**config.mk**
```make
export PLATFORM = sky130hd
export DESIGN_NAME = nco_acc_seq
export DESIGN_NICKNAME = d
export VERILOG_FILES = /design/src/rtl/nco_acc_seq.sv
export SDC_FILE = /design/constraint.sdc
export NUM_CORES = 1
export LEC_CHECK = 0
export CAP_MARGIN = 0
export CORE_MARGIN = 2
export CORE_UTILIZATION = 59
export CTS_CLUSTER_SIZE = 25
export DETAILED_ROUTE_END_ITERATION = 10
export GPL_TIMING_DRIVEN = 1
export PLACE_DENSITY = 0.79
export SKIP_CTS_REPAIR_TIMING = 1
export SLEW_MARGIN = 10
export SYNTH_ARGS = -nofsm -noshare
export SYNTH_HDL_FRONTEND = slang
export SYNTH_SLANG_ARGS = --single-unit
```
**constraint.sdc**
```tcl
create_clock -name CLK -period 6.45 [get_ports CLK]
set_clock_uncertainty 0.1 [all_clocks]
set_input_delay 0.9675 -clock CLK [delete_from_list [all_inputs] [get_ports CLK]]
set_output_delay 0.9675 -clock CLK [all_outputs]
set_load 0.01 [all_outputs]
```
**src/rtl/nco_acc_seq.sv**
```systemverilog
// Time-shared phase-accumulator sequencer: steps NCH 48-bit NCO phases through one
// external registered 24-bit adder, low word then high word with carry.
module nco_acc_seq #(
    parameter int NCH = 4,
    parameter int CW  = 2
) (
    input  logic          CLK,
    input  logic          SCLR,
    input  logic          START,
    input  logic          FWE,
    input  logic [CW-1:0] FADDR,
    input  logic [47:0]   FDATA,
    output logic [23:0]   ADD_A,
    output logic [23:0]   ADD_B,
    output logic          ADD_CI,
    output logic          ADD_CE,
    output logic          ADD_SCLR,
    input  logic [23:0]   ADD_Q,
    input  logic          ADD_CO,
    output logic [23:0]   PHASE_OUT,
    output logic [CW-1:0] PCH,
    output logic          PVLD,
    output logic          DONE,
    output logic          BUSY,
    output logic          OVR
);

    typedef enum logic [1:0] {
        S_IDLE,
        S_LO,
        S_HI,
        S_LAST
    } state_t;

    state_t        state_q, state_d;
    logic [CW-1:0] ch_q, ch_d;

    logic [23:0]   phase_lo_q [NCH];
    logic [23:0]   phase_hi_q [NCH];
    logic [47:0]   shadow_q   [NCH];
    logic [47:0]   freq_q     [NCH];

    logic [23:0]   phase_out_q;
    logic [CW-1:0] pch_q;
    logic          pvld_q;
    logic          done_q;
    logic          ovr_q;

    always_comb begin
        state_d = state_q;
        ch_d    = ch_q;
        ADD_A   = '0;
        ADD_B   = '0;
        ADD_CI  = 1'b0;
        ADD_CE  = 1'b0;
        case (state_q)
            S_IDLE: begin
                if (START) begin
                    state_d = S_LO;
                    ch_d    = '0;
                end
            end
            S_LO: begin
                ADD_A   = phase_lo_q[ch_q];
                ADD_B   = freq_q[ch_q][23:0];
                ADD_CE  = 1'b1;
                state_d = S_HI;
            end
            S_HI: begin
                // ADD_CO here is the registered carry of the low word issued last cycle
                ADD_A  = phase_hi_q[ch_q];
                ADD_B  = freq_q[ch_q][47:24];
                ADD_CI = ADD_CO;
                ADD_CE = 1'b1;
                if (ch_q == CW'(NCH - 1)) begin
                    state_d = S_LAST;
                end else begin
                    state_d = S_LO;
                    ch_d    = ch_q + CW'(1);
                end
            end
            S_LAST: begin
                state_d = S_IDLE;
            end
            default: begin
                state_d = S_IDLE;
            end
        endcase
    end

    always_ff @(posedge CLK) begin
        if (SCLR) begin
            state_q     <= S_IDLE;
            ch_q        <= '0;
            phase_out_q <= '0;
            pch_q       <= '0;
            pvld_q      <= 1'b0;
            done_q      <= 1'b0;
            ovr_q       <= 1'b0;
            for (int unsigned i = 0; i < NCH; i++) begin
                phase_lo_q[i] <= '0;
                phase_hi_q[i] <= '0;
                shadow_q[i]   <= '0;
                freq_q[i]     <= '0;
            end
        end else begin
            state_q <= state_d;
            ch_q    <= ch_d;
            pvld_q  <= 1'b0;
            done_q  <= 1'b0;

            if (FWE) begin
                shadow_q[FADDR] <= FDATA;
            end

            // Non-blocking copy reads the pre-write shadow, so a same-cycle FWE lands next round
            if (START && state_q == S_IDLE) begin
                for (int unsigned i = 0; i < NCH; i++) begin
                    freq_q[i] <= shadow_q[i];
                end
            end
            if (START && state_q != S_IDLE) begin
                ovr_q <= 1'b1;
            end

            case (state_q)
                S_LO: begin
                    if (ch_q != '0) begin
                        phase_hi_q[ch_q - CW'(1)] <= ADD_Q;
                        phase_out_q               <= ADD_Q;
                        pch_q                     <= ch_q - CW'(1);
                        pvld_q                    <= 1'b1;
                    end
                end
                S_HI: begin
                    phase_lo_q[ch_q] <= ADD_Q;
                end
                S_LAST: begin
                    phase_hi_q[NCH-1] <= ADD_Q;
                    phase_out_q       <= ADD_Q;
                    pch_q             <= CW'(NCH - 1);
                    pvld_q            <= 1'b1;
                    done_q            <= 1'b1;
                end
                default: begin
                end
            endcase
        end
    end

    assign ADD_SCLR  = SCLR;
    assign PHASE_OUT = phase_out_q;
    assign PCH       = pch_q;
    assign PVLD      = pvld_q;
    assign DONE      = done_q;
    assign BUSY      = (state_q != S_IDLE);
    assign OVR       = ovr_q;

endmodule

```
; Word-level counts from Yosys, hierarchy flattened
; Memory sizes are Yosys's and may differ from the RTL's. A register that Yosys moved wholly into a read port is not among the register bits.
; Index checks and enable logic that the tools add are counted.
[word_totals]
n_memories = 4
regBits = 33
ramBits = 576
[classes]
bitwise_logic = 5
eq_ne = 7
add_sub_neg = 2
reduce_logical = 13
n_mux = 53
[mem_list]
columns = memory, depth, word_bits, rd, rd_clocked_by_memory_dff, wr, line_no
row1 = freq_q, 4, 48, 1, 1, 4, 41  ; logic [47:0] freq_q [NCH];
row2 = shadow_q, 4, 48, 4, 0, 4, 40  ; logic [47:0] shadow_q [NCH];
row3 = phase_hi_q, 4, 24, 1, 1, 4, 39  ; logic [23:0] phase_hi_q [NCH];
row4 = phase_lo_q, 4, 24, 1, 1, 4, 38  ; logic [23:0] phase_lo_q [NCH];
[op_table]
columns = op, n
row1 = 2-to-1 mux 48 bit, 5
row2 = case mux 24 bit (2 select lines), 3
row3 = 2-to-1 mux 24 bit, 4
row4 = OR reduction 24 bit, 2
row5 = OR reduction 48 bit, 1
row6 = 2-to-1 mux 2 bit, 14
row7 = 2-to-1 mux 1 bit, 23
row8 = case mux 2 bit (2 select lines), 2
row9 = case mux 2 bit (4 select lines), 1
row10 = nonzero test 2 bit, 4
row11 = "== test 2 bit, second input constant", 3
row12 = "!= test 2 bit, second input constant", 3
row13 = bitwise OR 1 bit, 5
row14 = AND reduction 3 bit, 1
row15 = "adder 2 x 1 -> 2 bit, second input constant", 1
row16 = "== test 2 x 1 -> 1 bit, second input constant", 1
row17 = logical AND 1 bit, 2
row18 = zero test 2 bit, 1
row19 = case mux 1 bit (2 select lines), 1
row20 = AND reduction 2 bit, 1
row21 = OR reduction 2 bit, 1
row22 = "subtractor 2 x 1 -> 2 bit, second input constant", 1

; Depth between registers and ports, before layout
; Gate-level depths: netlist of run 1.
[depth]
ltp_word = 7
depth_mapped = 9

; Least setup slack after synthesis of run 1
; No wires, ideal clock.
[synth_path]
path_kind = input to register
startpoint = input port SCLR
endpoint = memory freq_q[0][0], enable pin
slack_ps = 438
n_path_buf = 1
setup_ps = 1545
t_arrival_ps = 4367
cell_stages = 3
required_ps = 4805
path_cell_list = buf_4 inv_1 nand2_1
[synth_lines]
columns = item, line_no
row1 = "start, declared", 8  ; input logic SCLR,
row2 = "end, declared", 41

; Worst setup path after layout of run 1
[layout_path]
startpoint = register state_q[0]
endpoint = output port ADD_B[1]
[layout_between]
elab_chain_len = 2
elab_cells_between_ends = 3
cone_classes = 2 x eq/ne / 1 x mux
[layout_lines]
columns = item, line_no
row1 = "start, declared", 35  ; state_t state_q, state_d;
row2 = "start signal, assigned", 107  ; state_q <= state_d;
row3 = == test 2 bit or == test 2 x 1 -> 1 bit (tied branches), 56  ; case (state_q)
row4 = case mux 24 bit (2 select lines) (*), 56
row5 = "end, declared", 14  ; output logic [23:0] ADD_B,
; Every way passes the cells marked *; elsewhere a longest branch is shown, timed or not.

==> results.md, run 1 <==
- Mapped cell area: 0.02589 mm2
- Wirelength per Cell: 22.31 um
- Total power: 0.008726 W
- Antenna violations before repair: 2
- Placed insts: 2402
- Tcrit/Tclk final: 0.7445
- Clock Latency Late Sink: 620 ps
- Internal power: 0.006810 W
- Crit path cell chain: inv_1 > ha_1 > nand3_2 > buf_4 > o22a_1 > o221ai_1 > clkdlybuf4s50_1
- Most common cell after layout, fill and taps aside: edfxtp_1
- Pwr Density: 293.2 mW/mm2
- Maximum VDD drop: 0.2286 mV
- Lkg Pwr: 10.47 nW
- Post-Layout Cell Count: 2507
- Via density: 5.793
- Worst EP arrival: 3730 ps
- Max cap viols: 0
- Endpoints failing setup: 0
- DRC: 0
- Run status: finished clean
- Crit path buffers/inverters: 3
- Critical path endpoint category: output pin
- Routed via count: 14524
- Chip width: 213.5 um
- Area grow syn2layout: 14.98%
- Crit-path slowest cell: clkdlybuf4s50_1
- Met2 WL: 28130 um
- Post-Place Setup Slack: 1980 ps
- Die Y: 213.5 um
- Initial Utilization: 0.5996
- Cell variety after synth: 46
- Total GRT Usage: 0.2506
- Gate power share: 0.077
- Core area: 0.04317 mm2
- Async SR Flop Fraction: 0
- Hpwl dp: 31010 um
- Critical Path Max Stage Delay: 640 ps
- Synth Flop Type: edfxtp_1
- CTS tree: done
- Placed Area: 0.02794 mm2
- Max layer used: met5
- EDFF count, synth: 576
- Fin. Hold Viols: 0
- Worst Hold Path Cells: 2
- Clk buf depth: 3
- ANT nets after route: 0
- Vias in the first global route: 14871
- First-pass GRT wire length: 85150 um
- Crit start category: flip-flop
- Met1 wire length: 23270 um
- Final net count: 1964
- Worst-margin pin slew: 1144 ps
- Tightest Hold Check Type: reg -> reg
- CP delay by family, top: buffers and inverters
- Max-slew headroom: 0.2372
- Final Critical Period: 4802 ps
- Layout Cell Area excl Fill: 0.02976 mm2
- Syn Inst Count: 1754
- Largest net degree at the start of global routing: 114
- Switching Share: 0.2197
- Clk pwr share: 0.377
- Sequential Power Share: 0.546
- Placer Congestion: 0.7602
- Final Max Tran Viols: 0
- Clk slew on worst S/H paths: 60 ps
- Commonest non-fill, non-tap cells in the layout: edfxtp_1 (576), and2_1 (506), mux2i_1 (192)
- Share of cells above drive strength 1: 0.07236
- WS Path Type: reg -> out
- Setup slack after layout: 1648 ps
- Sequential-to-total area share from yosys stat: 0.6952
- Total grt overflow: 0
- Seq cells post-synth: 611
- Post-Syn Area per Cell: 14.76 um2
- Cell Rows: 76
- Register-to-Register Path Depth: 5
- Routed wl met3: 3131 um
- Num Clock Sinks: 611
- Reg2reg start: ch_q[0]$_SDFFE_PP0P_
- Switch Pwr: 0.001917 W
- RSZ-0062 raised after global routing: no
- Critical-path maximum fanout: 29
- Drt first pass iters: 7
- Worst setup startpoint: state_q[0]$_SDFFE_PP0N_
- Number of cells on the critical path: 7
- Critical Path RT: 5380 ps
- H-tree depth: 2
- DRT iter0 DRCs: 1190
- Final WL: 55940 um
- Fmax: 208.2 MHz
- Die area: 0.04557 mm2
- Root Buffer: clkbuf_16
- Io pins: 160
- Yosys warns: 0
- Fin Setup TNS: 0 ps
- PortBufs: 159
- Mapped Nets: 1840
- Num CTS Buffers: 59
- Min-delay src: PHASE_OUT[23]$_SDFFE_PP0P_
==> path summary, 6_finish.rpt <==
check                                                       to  slack [ps]
worst max-delay path                                  ADD_B[1]        1650
worst min-delay path                PHASE_OUT[23]$_SDFFE_PP0P_         370
worst max register to register  phase_hi_q[0][1]$_SDFFCE_PN0P_        2630
worst min register to register      PHASE_OUT[23]$_SDFFE_PP0P_         370
==> cells in the mapped netlist (3+ instances only) <==
master | number | area, um2
edfxtp_1 | 576 | 17300
and2_1 | 506 | 3166
mux2i_1 | 192 | 1922
and3_1 | 72 | 450.4
clkbuf_1 | 62 | 232.7
o221ai_1 | 48 | 420.4
o22a_1 | 48 | 420.4
dfxtp_1 | 35 | 700.7
buf_2 | 31 | 155.2
nand3_1 | 29 | 145.1
a21oi_1 | 27 | 135.1
o21ai_0 | 24 | 120.1
clkbuf_2 | 14 | 70.07
buf_4 | 9 | 67.56
buf_1 | 8 | 30.03
or2_2 | 8 | 50.05
ha_1 | 7 | 87.58
inv_1 | 7 | 26.28
nor2_1 | 7 | 26.28
nand2_1 | 6 | 22.52
nand2b_1 | 3 | 18.77
nor2b_1 | 3 | 18.77
==> tightest hold or removal path, cell delays in order, from the launching register on <==
cell     delay [ps]
dfxtp_1         310
nand3_1          60
a21oi_1          50
==> power by group through the flow <==
stage          logic [W]  registers [W]  clock network (W)
2_1_floorplan   0.000366        0.00485                  0
3_3_place_gp    0.000653        0.00483                  0
3_5_place_dp    0.000673        0.00485                  0
4_1_cts         0.000678        0.00477            0.00333
5_1_grt         0.000727        0.00479            0.00348
6_report        0.000672        0.00477            0.00329
==> per-layer routing <==
layer | global-route usage | vias to the layer above
li1 | - | 6676
met1 | 0.3351 | 7319
met2 | 0.4214 | 416
met3 | 0.04423 | 109
met4 | 0.07974 | 4
met5 | 0 | -
==> cell type report <==
cell class | instances | area, um2
multi-input combinational | 1009 | 7328
antenna | 1 | 2.502
sequential | 611 | 18000
clock inverter | 28 | 250.2
inverter | 8 | 30.03
timing repair buffer | 189 | 1849
clock buffer | 76 | 1572
tap | 585 | 732.0
fill | 2947 | 13410
==> state kept, by name (all words and copies together), names as in the netlist, named ones only <==
name        flops
PHASE_OUT      24
PVLD            1
phase_lo_q     96
phase_hi_q     96
shadow_q      192
DONE            1
PCH             2
freq_q        192
state_q         2
OVR             1
ch_q            2
==> cell families (layout without fill, tap and decap cells) <==
logic type	Yosys count	after routing	synth area share
simple gates	651	651	0.1574
flops	611	611	0.6952
mux	192	192	0.07424
compound gates	159	159	0.04630
buf+inv	134	301	0.02349
fa+ha+maj	7	7	0.003383
other cells	0	1	0
==> per-stage QoR <==
step	utilization	hold WS, ps
after floorplan	-	392.2
after global placement	0.6472	351.1
after detailed placement	0.6472	363.0
after CTS	0.6894	371.1
after global routing	0.6894	390.9
final	0.6895	368.7
No activity file was read; power rests on OpenSTA's default activity.
==> inputs of run 2 (changes only) <==
Clock period 6.45 ns to 4.7 ns, I/O delays scaled along.
==> results.md, run 2 (same netlist as run 1, synthesis figures left out) <==
- Placer Congestion: 0.8047
- Routed via count: 14711
- Tightest Hold Check Type: reg -> reg
- Critical path endpoint category: output pin
- Chip width: 213.5 um
- Clk slew on worst S/H paths: 60 ps
- Num CTS Buffers: 59
- Commonest non-fill, non-tap cells in the layout: edfxtp_1 (576), and2_1 (506), mux2i_1 (192)
- PortBufs: 159
- Most common cell after layout, fill and taps aside: edfxtp_1
- RSZ-0062 raised after global routing: no
- Tcrit/Tclk final: 0.9423
- Maximum VDD drop: 0.3354 mV
- Total grt overflow: 0
- Hpwl dp: 34380 um
- Run status: finished clean
- Worst-margin pin slew: 1138 ps
- Wirelength per Cell: 23.03 um
- Total power: 0.01232 W
- Final Max Tran Viols: 0
- Clk buf depth: 3
- Area grow syn2layout: 16.08%
- Clock Latency Late Sink: 620 ps
- Area of the multi-input gates: 0.007340 mm2
- Final WL: 58030 um
- Critical-path maximum fanout: 25
- Cell Rows: 76
- Lkg Pwr: 10.60 nW
- Setup slack after layout: 271.1 ps
- Final net count: 1970
- Final Critical Period: 4429 ps
- FF+latch area: 0.01800 mm2
- Layout Cell Area excl Fill: 0.03005 mm2
- WS Path Type: reg -> out
- Drt first pass iters: 5
- Max-slew headroom: 0.2378
- ANT nets after route: 0
- Critical Path RT: 3890 ps
- Fmax: 225.8 MHz
- Endpoints failing setup: 0
- H-tree depth: 2
- Fin. Hold Viols: 0
- Num Clock Sinks: 611
- Max cap viols: 0
- DRC: 0
- Total GRT Usage: 0.2571
- Core area: 0.04317 mm2
- Io pins: 160
- Placed Area: 0.02805 mm2
- Inserted Diodes: 0
- DRT iter0 DRCs: 1287
- Largest net degree at the start of global routing: 193
- Via density: 5.838
- Largest regs: freq_q x192, shadow_q x192
- First-pass GRT wire length: 86530 um
- Antenna violations before repair: 1
- Share of cells above drive strength 1: 0.07855
- Pwr Density: 410.1 mW/mm2
- Utilization after layout: 0.6960
- Fillers: 2893
- Die area: 0.04557 mm2
- Worst EP arrival: 3620 ps
- Initial Utilization: 0.5996
- CTS tree: done
- Post-Place Setup Slack: 900.4 ps
- Die Y: 213.5 um
- Vias in the first global route: 14753
- Crit start category: flip-flop
- Fin Setup TNS: 0 ps
- Root Buffer: clkbuf_16
[run 2: final timing paths]
| path | startpoint | end | slack [ps] | cells after the start |
|---|---|---|---|---|
| setup / recovery | state_q[0]$_SDFFE_PP0N_ | ADD_A[12] | 270 | 6 |
| hold / removal | PHASE_OUT[14]$_SDFFE_PP0P_ | PHASE_OUT[14]$_SDFFE_PP0P_ | 370 | 2 |
| setup reg to reg | ch_q[0]$_SDFFE_PP0P_ | phase_hi_q[0][14]$_SDFFCE_PN0P_ | 1560 | 6 |
| hold reg to reg | PHASE_OUT[14]$_SDFFE_PP0P_ | PHASE_OUT[14]$_SDFFE_PP0P_ | 370 | 2 |
[run 2: critical path: stages (launching register included)]
cell and delay, ps:
dfxtp_1 350, inv_1 130, ha_1 420, nand3_2 730, buf_4 540, o221ai_1 250
clkdlybuf4s50_1 590
[run 2: final cells by class]
cell class | instances | share of cell area
flip-flops and latches | 611 | 0.5991
multi-input cells | 1009 | 0.2443
repair buffers | 195 | 0.06471
clock buffers | 89 | 0.05730
well taps | 585 | 0.02436
clock inverters | 23 | 0.009327
inverters | 8 | 0.0009993
[run 2: layer usage]
metal | GRT usage | up-vias | part of all wire
met2 | 0.4271 | 559 | 0.50
met3 | 0.04862 | 130 | 0.070
met5 | 0 | - | 0.00016
li1 | - | 6699 | -
met1 | 0.3437 | 7321 | 0.40
met4 | 0.08836 | 2 | 0.032
[run 2: per-stage QoR]
stage | hold WS [ps] | cells
final | 371.5 | 2520
after global routing | 391.3 | 2520
after CTS | 368.7 | 2520
after detailed placement | 360.6 | 2408
after global placement | 352.7 | 2408
after floorplan | 392.2 | 1754
[run 2: power breakdown]
group | switching, W | leakage (nW) | internal, W
Combinational | 0.000593 | 3.43 | 0.000363
Clock | 0.00197 | 0.973 | 0.00286
Sequential | 0.000118 | 6.20 | 0.00643
